--- src/rtl/logic_unit_arbiter.sv ---
// Round-robin arbiter sharing one AND/OR logic unit between two requesters.
// Define LOGIC_UNIT_ARB_FIXED_PRIO_EN to make requester 0 win every tie instead.
module logic_unit_arbiter #(
    parameter int WIDTH = 4
) (
    input  logic             clk,
    input  logic             rst_n,
    input  logic             req0,
    input  logic             op0,
    input  logic [WIDTH-1:0] a0,
    input  logic [WIDTH-1:0] b0,
    input  logic             req1,
    input  logic             op1,
    input  logic [WIDTH-1:0] a1,
    input  logic [WIDTH-1:0] b1,
    output logic             ack0,
    output logic             ack1,
    output logic [WIDTH-1:0] result,
    output logic [1:0]       gnt,
    output logic             busy
);

    typedef enum logic [1:0] {
        IDLE,
        EXEC,
        DONE
    } state_t;

    state_t           state;
    logic             op_q;
    logic [WIDTH-1:0] a_q;
    logic [WIDTH-1:0] b_q;
    logic             pick1;

`ifdef LOGIC_UNIT_ARB_FIXED_PRIO_EN
    always_comb begin
        pick1 = req1 & ~req0;
    end
`else
    // last_grant is the index of the most recently served requester
    logic last_grant;

    always_comb begin
        pick1 = req1 & (~req0 | ~last_grant);
    end

    always_ff @(posedge clk or negedge rst_n) begin
        if (!rst_n) begin
            last_grant <= 1'b1;
        end else if (state == IDLE && (req0 || req1)) begin
            last_grant <= pick1;
        end
    end
`endif

    // Operands are captured once at grant; the ack is issued on leaving DONE
    always_ff @(posedge clk or negedge rst_n) begin
        if (!rst_n) begin
            state  <= IDLE;
            op_q   <= 1'b0;
            a_q    <= '0;
            b_q    <= '0;
            result <= '0;
            gnt    <= 2'b00;
            busy   <= 1'b0;
            ack0   <= 1'b0;
            ack1   <= 1'b0;
        end else begin
            ack0 <= 1'b0;
            ack1 <= 1'b0;
            case (state)
                IDLE: begin
                    if (req0 || req1) begin
                        gnt   <= pick1 ? 2'b10 : 2'b01;
                        busy  <= 1'b1;
                        op_q  <= pick1 ? op1 : op0;
                        a_q   <= pick1 ? a1 : a0;
                        b_q   <= pick1 ? b1 : b0;
                        state <= EXEC;
                    end
                end
                EXEC: begin
                    result <= op_q ? (a_q & b_q) : (a_q | b_q);
                    state  <= DONE;
                end
                DONE: begin
                    ack0  <= gnt[0];
                    ack1  <= gnt[1];
                    gnt   <= 2'b00;
                    busy  <= 1'b0;
                    state <= IDLE;
                end
                default: begin
                    state <= IDLE;
                end
            endcase
        end
    end

endmodule

--- config.mk ---
export PLATFORM = sky130hd
export DESIGN_NAME = logic_unit_arbiter
export DESIGN_NICKNAME = d
export VERILOG_FILES = /design/src/rtl/logic_unit_arbiter.sv
export SDC_FILE = /design/constraint.sdc
export NUM_CORES = 1
export LEC_CHECK = 0
export BUFFER_PORTS_ARGS = -buffer_cell sky130_fd_sc_hd__buf_2
export CAP_MARGIN = 5
export CORE_ASPECT_RATIO = 0.8
export CORE_UTILIZATION = 53
export CTS_CLUSTER_SIZE = 8
export DETAILED_ROUTE_END_ITERATION = 10
export GPL_TIMING_DRIVEN = 0
export PLACE_DENSITY = 0.79
export SYNTH_ARGS = -nofsm -noshare
export SYNTH_HDL_FRONTEND = slang
export SYNTH_SLANG_ARGS = --single-unit
--- constraint.sdc ---
create_clock -name clk -period 3.4 [get_ports clk]
set_clock_uncertainty 0.1 [all_clocks]
set_input_delay 0 -clock clk [delete_from_list [all_inputs] [get_ports clk]]
set_output_delay 0 -clock clk [all_outputs]
set_load 0.05 [all_outputs]
==> results by group <==
Logic synthesis
  • Avg Inst Size Synth: 12.1 um^2
  • Cells after Synth: 82
  • Count of cell types in the netlist: 23
  • FF+latch count, synth: 21
  • Cell taking the most area after synthesis: dfrtp_1
  • Post-synthesis sequential area ratio: 53.0%
  • Synthesis warning total: 0
  • Synth area leaders: dfrtp_1, a221o_1, nor3_2, maj3_2, mux2_2
  • Mapped cell area: 993 um^2
  • Yosys top cell area share: 50.4%
  • Synthesized net count: 104

Worst setup path
  • Arrival time at the worst endpoint: 2.12 ns
  • Worst-path cell chain: nor2_2 -> o21ai_2 -> buf_6 -> a221o_1 -> dlygate4sd3_1
  • Largest fanout on the critical path: 10
  • Beginning of the critical path: state[1]$_DFFE_PN0P_
  • Type of origin of the critical path: flop
  • RR Endpoint: b_q[3]$_DFFE_PN0P_
  • CP max stage delay: 0.56 ns
  • WS Path Type: flop to flop
  • Critical Path RT: 3.50 ns
  • CP endpoint kind: flop
  • Worst reg2reg setup slack: 1.38 ns
  • Worst Path Buf+Inv: 2
  • CP delay by family, top: buffers and inverters
  • Reg2reg path depth: 5
  • Worst R2R Start: state[1]$_DFFE_PN0P_
  • Critical-path top delay cell: dlygate4sd3_1

Finish
  • Fill cells: 117
  • Commonest non-fill, non-tap cell in the layout: buf_2
  • Syn-to-layout area delta: 39.7%
  • Non-Filler Instances: 157
  • Share of layout cells above drive strength 1: 45.2%
  • Commonest non-fill, non-tap cells in the layout: buf_2, dfrtp_1, dlygate4sd3_1, nand2_1
  • ANT cells: 0
  • Fin nets: 158

Die
  • Core area: 1690 um^2
  • Die width: 50.4 um
  • Die area: 2050 um^2
  • Starting Density: 58.7%
  • I/O pin total: 31
  • Die height: 40.7 um
  • Placement row count: 13

Job
  • Max-Cap Viols: 0

STA
  • Tightest Pin Transition: 0.452 ns
  • RSZ-0062 raised after global routing: false
  • WHS: 0.0120 ns
  • Count of final hold-check violations: 0
  • Pins Over Slew Limit: 0
  • Time the worst path needs with I/O delays and setup: 2.02 ns
  • Setup WS post-layout: 1.38 ns
  • Setup TNS: 0 ns
  • Finish-stage setup viols: 0
  • FMAX: 495 MHz
  • Worst rel slew slack: 69.9%
  • Final period utilization: 59.4%

CTS
  • Inserted Clock Buffers: 3
  • CTS max path bufs: 2
  • Sink Count: 21
  • Post-cts gate resize count: 0
  • Post-CTS setup buffers: 0
  • Clock Pin Slew Worst Setup and Hold Paths: 0.11 ns
  • CTS Hold Bufs: 19
  • Clk_lat worst skew: 0.30 ns
  • Htree depth: 1
  • TritonCTS clock tree: yes
  • CTS Root Cell: clkbuf_4

Placement
  • RD Place Congestion: 0.710
  • Setup slack at placement: 1.96 ns
  • PortBufs: 30
  • DP HPWL: 1400 um
  • Dpl cells: 134

Detailed routing
  • DR DRC count: 0
  • Vias post-DR: 819
  • Final antenna-violating net count: 0
  • DRT iter0 DRCs: 8
  • Routed len/inst: 14.4 um
  • Vias per cell: 5.22
  • DR pass1 iterations: 4
  • Routed wire length: 2270 um

GRT
  • Initial antenna violation count: 0
  • First-pass GRT wire length: 3470 um
  • Largest net degree at the start of global routing: 22
  • GRT Overall Usage: 25.3%
  • Vias in the first global route: 724
  • GRT overflow: 0

Power and ir drop
  • Peak supply drop: 0.657 mV
  • Tot Pwr: 1310 uW
  • Pwr/cell area: 945 nW/um^2
  • Lkg Pwr: 0.000679 uW

Min path
  • WHS Endpoint: state[0]$_DFFE_PN0P_
  • Hold depth: 4
  • Min-Delay Path Class: input port to flop
  • Hold wc startpoint: req1

Status
  • Status: completed
cells by family (layout without fill, tap and decap cells):
kind of cell               count (synthesis)  after routing  share of synthesized area [%]
muxes                                      4              4                           4.53
adders and majority gates                  4              4                           4.53
and+or+nand+nor                           30             30                           19.1
DFF                                       21             21                           53.0
buffers and inverters                     10             63                           6.04
AOI/OAI and AO/OA                         13             13                           12.7
power breakdown:
part           total, uW  switching (uW)  internal, uW
clock                119            72.8          45.8
combinational        745             396           349
sequential           448            78.2           370
total               1310             547           765
cell type report:
| cell class | instances | area (um^2) | share of cell area, % |
|---|---|---|---|
| clock buffers | 4 | 26.3 | 1.89 |
| well taps | 22 | 27.5 | 1.98 |
| multi-input cells | 51 | 407 | 29.3 |
| plain buffers | 5 | 41.3 | 2.98 |
| flip-flops and latches | 21 | 527 | 38.0 |
| inverters | 5 | 18.8 | 1.35 |
| repair buffers | 49 | 340 | 24.5 |
how the worst max path moves through the flow:
stage	end	slack (ns)	cells past startpoint
6_report	b_q[3]$_DFFE_PN0P_	1.38	5
2_1_floorplan	a_q[2]$_DFFE_PN0P_	2.05	4
3_3_place_gp	a_q[2]$_DFFE_PN0P_	2.00	4
4_1_cts	a_q[2]$_DFFE_PN0P_	1.38	5
3_5_place_dp	a_q[2]$_DFFE_PN0P_	1.96	4
5_1_grt	b_q[3]$_DFFE_PN0P_	1.32	5
sequential cells by signal (all words and copies together), names as in the netlist:
signal      count
last_grant      1
a_q             4
busy            1
op_q            1
result          4
state           2
ack1            1
b_q             4
gnt             2
ack0            1
per-stage QoR:
| step | utilization [%] | cell area (um^2) |
|---|---|---|
| floorplan | - | 993 |
| global placement | 69.2 | 1170 |
| detailed placement | 69.2 | 1170 |
| CTS | 82.0 | 1390 |
| global route | 82.0 | 1390 |
| finish | 82.0 | 1390 |
synthesized netlist by cell type, drive strengths merged:
cell type / count
dfrtp: 20
nand2: 12
a221o: 9
nor3: 9
inv: 5
buf: 4
maj3: 4
mux2: 4
nor2: 4
a21o: 1
a31o: 1
a32o: 1
and3: 1
clkbuf: 1
dfstp: 1
nand2b: 1
nor2b: 1
o21ai: 1
or2: 1
or2b: 1
worst min-delay path: stages:
cell	delay, ns
buf_2	0.10
o21ai_2	0.09
buf_6	0.15
inv_1	0.05
metal layers:
layer / up-vias / wire length (um) / global-route usage [%] / share of wire, %
met5: - / 0 / 0 / 0
met4: 0 / 6 / 4.17 / 0.26
met3: 2 / 95 / 7.78 / 4.2
met2: 26 / 1180 / 44.0 / 52
met1: 392 / 985 / 32.5 / 43
li1: 399 / - / - / -
No activity file was read; power rests on OpenSTA's default activity.
